===== src/rtl/reg_file_dumper_pkg.sv =====
// Shared definitions for the register-file dump engine: default geometry and FSM state encoding.
package reg_file_dumper_pkg;

   localparam int unsigned DEF_NUM_REGS   = 8;
   localparam int unsigned DEF_ADDR_W     = 3;
   localparam int unsigned DEF_DATA_W     = 8;
   localparam int unsigned DEF_SETTLE_CYC = 1;

   // Settle counter only needs to reach SETTLE_CYC-1 with SETTLE_CYC <= 3.
   localparam int unsigned SETTLE_CNT_W   = 2;

   typedef enum logic [1:0] {
      S_IDLE   = 2'd0,
      S_SETTLE = 2'd1,
      S_SEND   = 2'd2,
      S_FINISH = 2'd3
   } dump_state_e;

endpackage


===== src/rtl/reg_file_dumper.sv =====
// Walks every register through one read port, streams {addr,data} beats over VALID/READY,
// then pulses DONE with a wrapping 8-bit checksum of all beats.
module reg_file_dumper
   import reg_file_dumper_pkg::*;
#(
   parameter int unsigned NUM_REGS   = DEF_NUM_REGS,
   parameter int unsigned ADDR_W     = DEF_ADDR_W,
   parameter int unsigned DATA_W     = DEF_DATA_W,
   parameter int unsigned SETTLE_CYC = DEF_SETTLE_CYC
) (
   input  logic              CLK,
   input  logic              RESET_N,
   input  logic              START,
   input  logic              ABORT,
   output logic [ADDR_W-1:0] RDADDR,
   input  logic [DATA_W-1:0] REGDATA,
   output logic              BUSY,
   output logic              DOUT_VALID,
   input  logic              DOUT_READY,
   output logic [ADDR_W-1:0] DOUT_ADDR,
   output logic [DATA_W-1:0] DOUT_DATA,
   output logic              DONE,
   output logic [DATA_W-1:0] CHECKSUM
);

   localparam logic [ADDR_W-1:0]       LAST_ADDR   = ADDR_W'(NUM_REGS - 1);
   localparam logic [SETTLE_CNT_W-1:0] SETTLE_LAST = SETTLE_CNT_W'(SETTLE_CYC - 1);

   dump_state_e             state;
   dump_state_e             state_nxt;
   logic [SETTLE_CNT_W-1:0] settle_cnt;
   logic [DATA_W-1:0]       sum;

   logic abort_c;
   logic settle_done_c;
   logic handshake_c;
   logic last_addr_c;

   // ABORT only matters once a scan is running, and it outranks a same-cycle handshake.
   assign abort_c       = ABORT && (state != S_IDLE);
   assign settle_done_c = (state == S_SETTLE) && (settle_cnt == SETTLE_LAST);
   assign handshake_c   = (state == S_SEND) && DOUT_VALID && DOUT_READY;
   assign last_addr_c   = (RDADDR == LAST_ADDR);

   always_ff @(posedge CLK or negedge RESET_N) begin
      if (!RESET_N) begin
         state <= S_IDLE;
      end else begin
         state <= state_nxt;
      end
   end

   always_comb begin
      state_nxt = state;
      if (abort_c) begin
         state_nxt = S_IDLE;
      end else begin
         case (state)
            S_IDLE:   if (START) state_nxt = S_SETTLE;
            S_SETTLE: if (settle_done_c) state_nxt = S_SEND;
            S_SEND: begin
               if (handshake_c) state_nxt = last_addr_c ? S_FINISH : S_SETTLE;
            end
            S_FINISH: state_nxt = S_IDLE;
            default:  state_nxt = S_IDLE;
         endcase
      end
   end

   // Datapath: address walk, settle timing, beat register, running sum and result.
   always_ff @(posedge CLK or negedge RESET_N) begin
      if (!RESET_N) begin
         RDADDR     <= '0;
         BUSY       <= 1'b0;
         DOUT_VALID <= 1'b0;
         DOUT_ADDR  <= '0;
         DOUT_DATA  <= '0;
         DONE       <= 1'b0;
         CHECKSUM   <= '0;
         settle_cnt <= '0;
         sum        <= '0;
      end else if (abort_c) begin
         BUSY       <= 1'b0;
         DOUT_VALID <= 1'b0;
         DONE       <= 1'b0;
      end else begin
         case (state)
            S_IDLE: begin
               DONE <= 1'b0;
               if (START) begin
                  BUSY       <= 1'b1;
                  RDADDR     <= '0;
                  settle_cnt <= '0;
                  sum        <= '0;
               end
            end
            S_SETTLE: begin
               settle_cnt <= settle_cnt + SETTLE_CNT_W'(1);
               if (settle_done_c) begin
                  DOUT_DATA  <= REGDATA;
                  DOUT_ADDR  <= RDADDR;
                  DOUT_VALID <= 1'b1;
               end
            end
            S_SEND: begin
               if (handshake_c) begin
                  sum        <= sum + DOUT_DATA;
                  DOUT_VALID <= 1'b0;
                  if (last_addr_c) begin
                     DONE     <= 1'b1;
                     CHECKSUM <= sum + DOUT_DATA;
                  end else begin
                     RDADDR     <= RDADDR + ADDR_W'(1);
                     settle_cnt <= '0;
                  end
               end
            end
            S_FINISH: begin
               DONE <= 1'b0;
               BUSY <= 1'b0;
            end
            default: begin
               DONE <= 1'b0;
               BUSY <= 1'b0;
            end
         endcase
      end
   end

endmodule


===== config.mk =====
export PLATFORM = sky130hd
export DESIGN_NAME = reg_file_dumper
export DESIGN_NICKNAME = d
export VERILOG_FILES = /design/src/rtl/reg_file_dumper_pkg.sv /design/src/rtl/reg_file_dumper.sv
export SDC_FILE = /design/constraint.sdc
export NUM_CORES = 1
export LEC_CHECK = 0
export BUFFER_PORTS_ARGS = -buffer_cell sky130_fd_sc_hd__clkbuf_2
export CAP_MARGIN = 20
export CORE_AREA = 2 2 65 67
export CTS_CLUSTER_SIZE = 30
export DETAILED_ROUTE_END_ITERATION = 8
export DIE_AREA = 0 0 67 69
export PLACE_DENSITY = 0.8
export SYNTH_ARGS = -nofsm -noshare
export SYNTH_HDL_FRONTEND = slang
export SYNTH_SLANG_ARGS = --single-unit

===== constraint.sdc =====
create_clock -name CLK -period 4.8 [get_ports CLK]
set_input_delay 0.24 -clock CLK [delete_from_list [all_inputs] [get_ports CLK]]
set_output_delay 0.24 -clock CLK [all_outputs]
set_load 0.1 [all_outputs]

# --- After elaboration in Yosys (flattened, before gate mapping) ---
# Index checks and enable logic that the tools add are counted.
word_totals:
  register_bits: 37
  inputBits: 13
  out_inout_bits: 25
op_classes:
  n_addsub: 3
  n_eq_ne: 11
  reduce_logical: 22
  n_bitwise: 1
  mux: 28
op_table:
  columns: ["cell", "n"]
  rows:
  - ["$mux W2", 8]
  - ["$mux W8", 2]
  - ["$pmux W8 S2", 1]
  - ["$ne A3 B3 Y1 const B", 4]
  - ["$reduce_and A3 Y1", 4]
  - ["$reduce_bool A3 Y1", 4]
  - ["$reduce_and A5 Y1", 2]
  - ["$mux W3", 3]
  - ["$add A8 B8 Y8", 1]
  - ["$mux W1", 8]
  - ["$pmux W2 S4", 1]
  - ["$reduce_and A4 Y1", 2]
  - ["$ne A2 B2 Y1 const B", 3]
  - ["$pmux W1 S2", 3]
  - ["$pmux W2 S3", 1]
  - ["$pmux W3 S2", 1]
  - ["$eq A2 B2 Y1 const B", 2]
  - ["$logic_and A1 B1 Y1", 4]
  - ["$logic_not A2 Y1", 2]
  - ["$reduce_bool A2 Y1", 2]
  - ["$add A3 B1 Y3 const B", 1]
  - ["$eq A3 B3 Y1 const B", 1]
  - ["$add A2 B1 Y2 const B", 1]
  - ["$eq A2 B1 Y1 const B", 1]
  - ["other kinds (3)", 3]

# --- Longest topological paths before layout ---
# Gate-level depths: netlist (run 1).
depth:
  depth_word: 6
  depth_mapped: 8

# --- Least setup slack after synthesis (run 1) ---
# OpenSTA, ideal clock, no wires.
synth_timing:
  path_kind: "flip-flop to flip-flop"
  startpoint: "reg DOUT_DATA[0]"
  endpoint: "reg CHECKSUM[6]"
  stages_incl_launch_ff: 8
  setup_time_ns: 0.125
  period_less_slack_ns: 2.485
  path_buffers: 0
  t_required_ns: 4.675
  arrival_time_ns: 2.359
  setup_slack_ns: 2.315
  path_cell_list: "dfrtp_1 ha_1 fa_1 a211oi_1 o21bai_1 a21oi_1 xnor2_1 mux2_2"
synth_via:
  elab_chain_len: 1
synth_lines:
  columns: ["item", "line", "text"]
  rows:
  - ["start: declaration", "reg_file_dumper.sv:21", "output logic [DATA_W-1:0] DOUT_DATA,"]
  - ["start signal: assignment", "reg_file_dumper.sv:77", "DOUT_DATA <= '0;"]
  - ["start signal: assignment", "reg_file_dumper.sv:100", "DOUT_DATA <= REGDATA;"]
  - ["$add A8 B8 Y8", "reg_file_dumper.sv:111", "CHECKSUM <= sum + DOUT_DATA;"]
  - ["end signal: assignment", "reg_file_dumper.sv:111", null]
  - ["end: declaration", "reg_file_dumper.sv:23", "output logic [DATA_W-1:0] CHECKSUM"]
# Every way passes these cells.
# A chain may end at the register's enable or synchronous reset.

# --- Worst setup path after layout (run 1) ---
layout_timing:
  startpoint: "reg state[0]"
  endpoint: "reg RDADDR[0]"
layout_via:
  elab_chain_len: 5
layout_lines:
  columns: ["item", "line", "text"]
  rows:
  - ["start: declaration", "reg_file_dumper.sv:29", "dump_state_e state;"]
  - ["start signal: assignment", "reg_file_dumper.sv:49", "state <= state_nxt;"]
  - ["$eq A2 B2 Y1", "reg_file_dumper.sv:42, reg_file_dumper.sv:87", null]
  - ["$logic_and A1 B1 Y1 (2 in series)", "reg_file_dumper.sv:42", "assign handshake_c = (state == S_SEND) && DOUT_VALID && DOUT_READY;"]
  - ["$ne A2 B2 Y1 (no line)", null, null]
  - ["$reduce_and A5 Y1 (no line)", null, null]
  - ["end signal: assignment", "reg_file_dumper.sv:113", "RDADDR <= RDADDR + ADDR_W'(1);"]
  - ["end: declaration", "reg_file_dumper.sv:15", "output logic [ADDR_W-1:0] RDADDR,"]
# Parallel ways exist; a longest one is shown, timed or not.

==> results.toml, run 1 <==
[timing]
fin_crit_sh_pct = 49.6
tightest_slew_ns = 0.925
skew_ns = 0.0135
clock.fmax_ghz = 0.420
setup_viol = 0
relSlewSlack_pct = 38.3
rsz0062_at_grt = "no"
tns_ns = 0
fin_crit_ns = 2.38
drv_slew = 0
hold_viol = 0

[place]
hpwl_mm = 2.86
portBuffers = 37
gp_congestion = 0.870

[worst_hold_path]
hold_path.class = "in2async"

[floorplan]
core_mm2 = 0.00391
die_w_um = 67
die_h_um = 69
rows = 23
initial_core_util_pct = 51.5
pin_count = 38
die-area_mm2 = 0.00462

[clock_network]
clockBufferDepth = 2
cts_sinks = 37
clk_pin_slew_ns = 0.09
worstSkewPairLatency_ns = 0.30
cts_resized = 0
post_cts_buffers = 0
cts_made_buffers = 5
cts_tree = "yes"
cts-root-buf = "clkbuf_8"
ctsHoldBuffers = 0
htreeDepth = 2

[route]
vias = 1548
drt_wl_total_mm = 3.93
dr.pass1.iters = 4
viasPerCell = 5.67
ant_nets = 0
wl_per_cell_um = 14.4
drtIter0Drc = 70
drc = 0

[flow_run]
max-cap-violations = 0

[critical_path]
slowest_stage = "a2bb2oi_2"
crit_path_start_kind = "flip-flop"
arrival_ns = 2.56
worstSetupEndpointType = "flip-flop"
worst-path-max-fanout = 13
cp_cell_sequence = "inv_1, ha_1, a21boi_1, a2bb2oi_2, nand2b_1, nor2_1, mux2_2"
critical_path_class = "reg2reg"
slowest_delay_ns = 0.47
required_ns = 4.98
crit_family = "compound AO/OA/AOI/OAI gates"
path_buf_inv = 1

[synthesis]
synthArstFlopShare_pct = 100
ys_types = 42
synth_seq_area_share_pct = 46.0
synth_area_leaders = "dfrtp_1 (46%), mux2_2 (9.5%), ha_1 (8.7%)"
yosysTopAreaCell = "dfrtp_1"
synth_edf_count = 0
synth_top_area_share_pct = 46.0
synth_seq_cells = 37
yosys_warnings = 0
synth_flop_cell = "dfrtp_1"
synth_nets = 210
syn_area_mm2 = 0.00201
syn_avg_cell_area_um2 = 11.1
synthCells = 182

[global_route]
grt_usage_pct = 19.4
overflow = 0
first_global_vias = 1434
grt_max_degree = 38
antenna_found_initial = 0
grt_first_pass_wirelength_mm = 6.80

[layout]
area_growth_pct = 16.8
fillers = 331
n_antenna_cell = 0
final_nets = 250
drive_gt1_share_pct = 30.9

[outcome]
status = "finished, final reports clean"
## Yosys cell counts (all sizes together), types with 4 or more instances
master,instances
a21oi,9
a22o,6
buf,4
dfrtp,37
ha,14
inv,7
mux2,18
nand2,12
nand3,6
nor2,11
o21ai,12
xnor2,4
## cells in the final DEF, fill, tap and decap left out, drive strengths merged, types with 2 or more instances in the layout
cell,n
clkbuf,42
dfrtp,37
mux2,18
ha,14
nand2,12
o21ai,12
nor2,11
a21oi,9
inv,7
nand3,6
a22o,6
xnor2,4
nor2b,3
nand2b,3
mux2i,3
a21o,3
a211oi,3
o211ai,3
nor3,2
and3,2
or2,2
o31ai,2
a21boi,2
## area by class of cell
type	count	area, um^2	share of cell area [%]
well taps	50	62.6	2.66
repair buffers	38	190	8.09
multi-input cells	133	1030	43.9
inverters	7	26.3	1.12
flip-flops and latches	37	926	39.4
clock inverters	3	46.3	1.97
clock buffers	5	68.8	2.93
## layer usage
metal	share of wire [%]	track usage, %	up-vias
li1	-	-	734
met1	47	28.1	759
met3	5.8	4.89	4
met2	46	27.9	51
met5	0	0	-
met4	1.2	6.80	0
## state kept, by name, summed over array words and instances (netlist names)
name        count
DONE            1
RDADDR          3
DOUT_VALID      1
CHECKSUM        8
DOUT_ADDR       3
sum             8
state           2
settle_cnt      2
DOUT_DATA       8
BUSY            1
## worst paths after layout
| path | startpoint | slack, ns | to | cells after the start |
|---|---|---|---|---|
| max in group asynchronous | RESET_N | 4.16 | CHECKSUM[5]$_DFFE_PN0P_ | 1 |
| min reg2reg | sum[0]$_DFFE_PN0P_ | 0.49 | sum[0]$_DFFE_PN0P_ | 2 |
| min | RESET_N | 0.07 | CHECKSUM[1]$_DFFE_PN0P_ | 1 |
| min in group CLK | REGDATA[4] | 0.14 | DOUT_DATA[4]$_DFFE_PN0P_ | 2 |
| max | state[0]$_DFFE_PN0P_ | 2.42 | RDADDR[0]$_DFFE_PN0P_ | 7 |
| max reg2reg | state[0]$_DFFE_PN0P_ | 2.42 | RDADDR[0]$_DFFE_PN0P_ | 7 |
## cell families (layout without fill, tap and decap cells)
family / after synthesis / after routing / share of synthesized area (%)
AND/OR/NAND/NOR: 46 / 46 / 11.9
flip-flops: 37 / 37 / 46.0
XOR/XNOR: 5 / 5 / 2.17
buffers and inverters: 12 / 53 / 2.79
multiplexers: 21 / 21 / 11.6
AO/OA/AOI/OAI: 46 / 46 / 15.9
adder cells (fa/ha/maj): 15 / 15 / 9.69
## stage by stage
step / util, % / setup slack [ns] / area [um^2] / hold WS (ns) / cells
after floorplan: - / 2.32 / 2010 / -0.0556 / 182
after global routing: 60.1 / 2.22 / 2350 / 0.150 / 273
after global placement: 57.0 / 2.15 / 2230 / 0.421 / 264
final: 60.1 / 2.42 / 2350 / 0.0669 / 273
after CTS: 60.1 / 2.43 / 2350 / 0.0962 / 273
after detailed placement: 57.2 / 2.44 / 2240 / 0.423 / 265
Power of run 1 is left out: the tool's default activity adds up to more than one toggle a clock period on the data nets, which glitch-free logic cannot reach.
==> run 2, diff against run 1 <==
ABC_AREA = 1   (was unset)
CORE_AREA = 2 2 66 68   (was 2 2 65 67)
DIE_AREA = 0 0 68 70   (was 0 0 67 69)
PLACE_DENSITY = 0.79   (was 0.8)
clock period = 2.2 ns   (was 4.8 ns; I/O delays follow)
==> run 2 against run 1 <==
Net effect:
- clock skew down 0.0093 ns
- global-route usage fell by 0.55 points
- critical endpoint is now state[0]$_DFFE_PN0P_
- maximum frequency grew 31%
==> results.toml, run 2 <==
[outcome]
status = "finished, final reports clean"

[synthesis]
yosysMostFrequentCell = "nand2_1"
yosys_warnings = 0
synth_area_leaders = "dfrtp_1 (45%), nand2_1 (13%), ha_1 (8.5%)"
synth_edf_count = 0
yosys-top-cells-count = "nand2_1 (72), dfrtp_1 (37), inv_1 (18)"
synth_seq_cells = 37
synth_top_area_share_pct = 44.8
synthCells = 223
synthArstFlopShare_pct = 100
synth_nets = 251
syn_area_mm2 = 0.00207
syn_avg_cell_area_um2 = 9.27
ys_types = 25
synth_seq_area_share_pct = 44.8
synth_flop_cell = "dfrtp_1"
yosysTopAreaCell = "dfrtp_1"

[route]
drtIter0Drc = 84
drt_wl_total_mm = 4.01
dr.pass1.iters = 4
vias = 1616
viasPerCell = 5.08
ant_nets = 0
wl_per_cell_um = 12.6
drc = 0

[timing]
tns_ns = 0
fin_crit_ns = 1.81
drv_slew = 0
tightest_slew_ns = 0.904
holdWs_ns = 0.0455
relSlewSlack_pct = 39.7
skew_ns = 0.00423
rsz0062_at_grt = "no"
hold_viol = 0
setup_viol = 0
fin_crit_sh_pct = 82.5
clock.fmax_ghz = 0.551

[floorplan]
die_w_um = 68
die-area_mm2 = 0.00476
initial_core_util_pct = 49.9
rows = 24
pin_count = 38
die_h_um = 70
core_mm2 = 0.00414

[clock_network]
cts_made_buffers = 5
cts_sinks = 37
clockBufferDepth = 2
clk_pin_slew_ns = 0.07
cts_tree = "yes"
cts-root-buf = "clkbuf_8"
htreeDepth = 2
worstSkewPairLatency_ns = 0.29
post_cts_buffers = 0

[critical_path]
required_ns = 2.37
cp-startpoint = "state[0]$_DFFE_PN0P_"
arrival_ns = 1.99
crit_path_start_kind = "flip-flop"
worst-path-max-fanout = 10
r2r_start = "state[0]$_DFFE_PN0P_"
critical_path_class = "reg2reg"
r2r_slack_ns = 0.39
worstSetupEndpointType = "flip-flop"

[global_route]
first_global_vias = 1517
grt_first_pass_wirelength_mm = 6.75
grt_max_degree = 38
antenna_found_initial = 0
grt_usage_pct = 18.8
overflow = 0

[layout]
area_growth_pct = 14.9
register_area_um2 = 926
drive_gt1_share_pct = 27.4
layout_commonest_cell = "nand2_1"
multi_input_area_mm2 = 0.00102
fillers = 372
top_regs = "CHECKSUM x8, DOUT_DATA x8, sum x8"
final_cell_mix = "nand2_1 (72), dfrtp_1 (37), clkbuf_2 (37), inv_1 (18), ha_1 (14)"
final_nets = 293
n_antenna_cell = 0

[place]
gp_congestion = 0.906
portBuffers = 37
hpwl_mm = 3.05

[flow_run]
max-cap-violations = 0

[worst_hold_path]
hold_path.class = "in2reg"
holdCritStartpoint = "REGDATA[2]"
-- run 2: final cells by class --
type / instances / area share (%)
multi-input combinational: 161 / 42.8
sequential: 37 / 38.9
timing repair buffer: 38 / 8.21
inverter: 22 / 3.79
clock buffer: 6 / 3.05
tap: 52 / 2.74
clock inverter: 2 / 0.421
-- run 2: worst paths after layout --
path                                            end  cells past startpoint
max reg2reg                    state[0]$_DFFE_PN0P_                      9
max                            state[0]$_DFFE_PN0P_                      9
min                        DOUT_DATA[2]$_DFFE_PN0P_                      2
min in group asynchronous   CHECKSUM[1]$_DFFE_PN0P_                      2
min reg2reg                 CHECKSUM[6]$_DFFE_PN0P_                      2
max in group asynchronous  DOUT_DATA[6]$_DFFE_PN0P_                      2
-- run 2: kinds of logic (layout without fill, tap and decap cells) --
group                    count (synthesis)  in the layout  synth area share, %
buffers and inverters                   25             68                 5.99
adder cells (fa/ha/maj)                 15             15                 9.44
AO/OA/AOI/OAI                           28             28                 8.05
flip-flops                              37             37                 44.8
AND/OR/NAND/NOR                        104            104                 23.2
multiplexers                            10             10                 6.90
XOR/XNOR                                 4              4                 1.69
-- run 2: per-stage QoR --
stage | instances | worst slack [ns] | area [um^2] | util (%)
after CTS | 318 | 0.401 | 2380 | 57.4
after detailed placement | 309 | 0.411 | 2280 | 55.1
after global routing | 318 | 0.234 | 2380 | 57.4
final | 318 | 0.386 | 2380 | 57.4
after floorplan | 223 | 0.134 | 2070 | -
after global placement | 309 | 0.466 | 2280 | 55.1
-- run 2: metal layers --
layer	track usage, %	vias up	routed length (um)
li1	-	802	-
met1	26.3	752	1800
met2	27.7	53	1840
met3	3.86	9	297
met4	8.67	0	73
met5	0	-	0
-- run 2: timing repair --
item	4_1_cts	5_1_grt
hold buffers	1	0
hold endpoints to repair	37	0
resized for setup	0	0
-- run 2: critical path: stages (launching register included) --
cell and delay [ns]:
dfrtp_1 0.40, inv_1 0.14, ha_1 0.44, inv_6 0.06, a21oi_4 0.17, nand2_1 0.11
o21ai_2 0.09, nor2_1 0.12, nand2_1 0.08, o21ai_1 0.07
Power of run 2 is left out for the same reason.
==> run 3, diff against run 2 <==
CORE_AREA = 2 2 68 70   (was 2 2 66 68)
DIE_AREA = 0 0 70 72   (was 0 0 68 70)
PLACE_DENSITY = 0.78   (was 0.79)
clock period = 1.45 ns   (was 2.2 ns; I/O delays follow)
==> run 3 against run 2 <==
Net effect:
- the run now ends with hold timing, setup timing left
- critical path depth decreased by 4
- clock-buffer cell count fell by 1
- die area grew 5.9%
- sequential cell count did not move
- core utilization is 18 points higher
- non-clock buffer count increased by 39
- global-route usage up 3.5 points
- sequential share of layout area shrank 9.0 points
- first-iteration DRC count rose by 6.0%
==> results.toml, run 3 (same netlist as run 2, synthesis figures left out) <==
[critical_path]
slowest_stage = "dfrtp_4"
worstSetupEndpointType = "flip-flop"
slowest_delay_ns = 0.49
required_ns = 1.64
crit_family = "adder cells"
crit_path_start_kind = "flip-flop"
worst-path-max-fanout = 2
r2r_slack_ns = -0.20
arrival_ns = 1.84
critical_path_class = "reg2reg"
path_buf_inv = 1
cp_cell_sequence = "ha_4, fa_2, buf_4, xnor2_1, o21ai_1"

[pwr]
finalPower_w = 0.00813
swShare_pct = 50.8
power.density_mw_per_mm2 = 2520
p_sw_w = 0.00413
comb_power_share_pct = 67.4
ir_drop_uv = 2030
p_seq_share_pct = 21.1
power.internal_w = 0.00400
p_leak_nw = 1.57
clkPwrFrac_pct = 11.5

[timing]
holdWs_ns = -0.00930
clock.fmax_ghz = 0.605
skew_ns = 0.0136
rsz0062_at_grt = "yes"
setup_viol = 35
hold_viol = 2
drv_slew = 0
relSlewSlack_pct = 63.5
fin_crit_ns = 1.65
setup_ws_ns = -0.204
tightest_slew_ns = 0.550
fin_crit_sh_pct = 114

[route]
drt_wl_total_mm = 5.72
wl_per_cell_um = 16.0
vias = 1872
drtIter0Drc = 89
dr.pass1.iters = 4
ant_nets = 0
drc = 0
viasPerCell = 5.23

[clock_network]
clk_pin_slew_ns = 0.08
htreeDepth = 2
cts-root-buf = "clkbuf_8"
cts_sinks = 37
cts_made_buffers = 5
clockBufferDepth = 2
worstSkewPairLatency_ns = 0.31
cts_tree = "yes"

[layout]
final_nets = 333
multi_input_area_mm2 = 0.00141
area_growth_pct = 55.8
finalCoreUtilization_pct = 75.6
n_antenna_cell = 0
fillers = 255
drive_gt1_share_pct = 60.1
stdcell_area_mm2 = 0.00322
layout_commonest_cell = "nand2_1"
register_area_um2 = 966
top_regs = "CHECKSUM x8, DOUT_DATA x8, sum x8"
final_cell_mix = "nand2_1 (51), clkbuf_2 (37), dfrtp_1 (25), buf_4 (25), nand2_2 (16)"

[worst_hold_path]
hold_path.class = "in2reg"

[outcome]
violations = "hold timing, setup timing"
status = "finished, violations left"

[global_route]
grt_usage_pct = 22.3
grt_first_pass_wirelength_mm = 8.77
grt_max_degree = 27
antenna_found_initial = 0
first_global_vias = 1908
overflow = 0

[place]
gp_congestion = 0.848
hpwl_mm = 3.36
placed_area_mm2 = 0.00264
post-place-ws_ns = -0.134
portBuffers = 37

[floorplan]
core_mm2 = 0.00426
die_h_um = 72
pin_count = 38
die-area_mm2 = 0.00504
initial_core_util_pct = 48.5
rows = 24
die_w_um = 70

[flow_run]
max-cap-violations = 0
-- run 3: layout make-up --
| type | instances | area share [%] |
|---|---|---|
| clock buffers | 5 | 2.14 |
| flip-flops and latches | 37 | 30.0 |
| multi-input cells | 162 | 43.7 |
| well taps | 52 | 2.02 |
| inverters | 22 | 3.26 |
| clock inverters | 3 | 1.44 |
| repair buffers | 77 | 17.5 |
-- run 3: metal layers --
metal	global-route usage, %	wire [um]	up-vias	part of all wire [%]
li1	-	-	886	-
met1	26.9	2210	918	39
met2	40.7	3150	57	55
met3	3.75	249	11	4.4
met4	7.69	113	0	2.0
met5	0	0	-	0
-- run 3: worst paths after layout --
path | cells past startpoint | from | endpoint
max in group asynchronous | 3 | RESET_N | RDADDR[1]$_DFFE_PN0P_
hold reg to reg | 2 | CHECKSUM[3]$_DFFE_PN0P_ | CHECKSUM[3]$_DFFE_PN0P_
setup / recovery | 5 | DOUT_DATA[0]$_DFFE_PN0P_ | sum[2]$_DFFE_PN0P_
hold / removal | 2 | REGDATA[2] | DOUT_DATA[2]$_DFFE_PN0P_
setup reg to reg | 5 | DOUT_DATA[0]$_DFFE_PN0P_ | sum[2]$_DFFE_PN0P_
min in group asynchronous | 2 | RESET_N | CHECKSUM[1]$_DFFE_PN0P_
-- run 3: power groups by stage --
| stage | logic [W] | registers [W] | clock network, W |
|---|---|---|---|
| after floorplan | 0.00196 | 0.00301 | 0 |
| after global placement | 0.00411 | 0.00171 | 0 |
| after detailed placement | 0.00418 | 0.00172 | 0 |
| after CTS | 0.00485 | 0.00169 | 0.000932 |
| after global routing | 0.00581 | 0.00175 | 0.000977 |
| final | 0.00548 | 0.00171 | 0.000936 |
-- run 3: stage by stage --
step	instances	setup TNS (ns)
2_1_floorplan	223	-1.99
3_3_place_gp	330	-0.915
3_5_place_dp	330	-1.61
4_1_cts	354	-0.909
5_1_grt	358	-4.45
6_report	358	-2.32
-- run 3: what timing repair did --
item | CTS | global route
gates cloned | 1 | 0
buffers inserted | 12 | 6
pin swaps | 11 | 19
hold buffers | 3 | 0
resized for setup | 28 | 50
setup endpoints to repair | 32 | 35
hold endpoints to repair | 39 | 0
(Power assumes the default switching activity.)
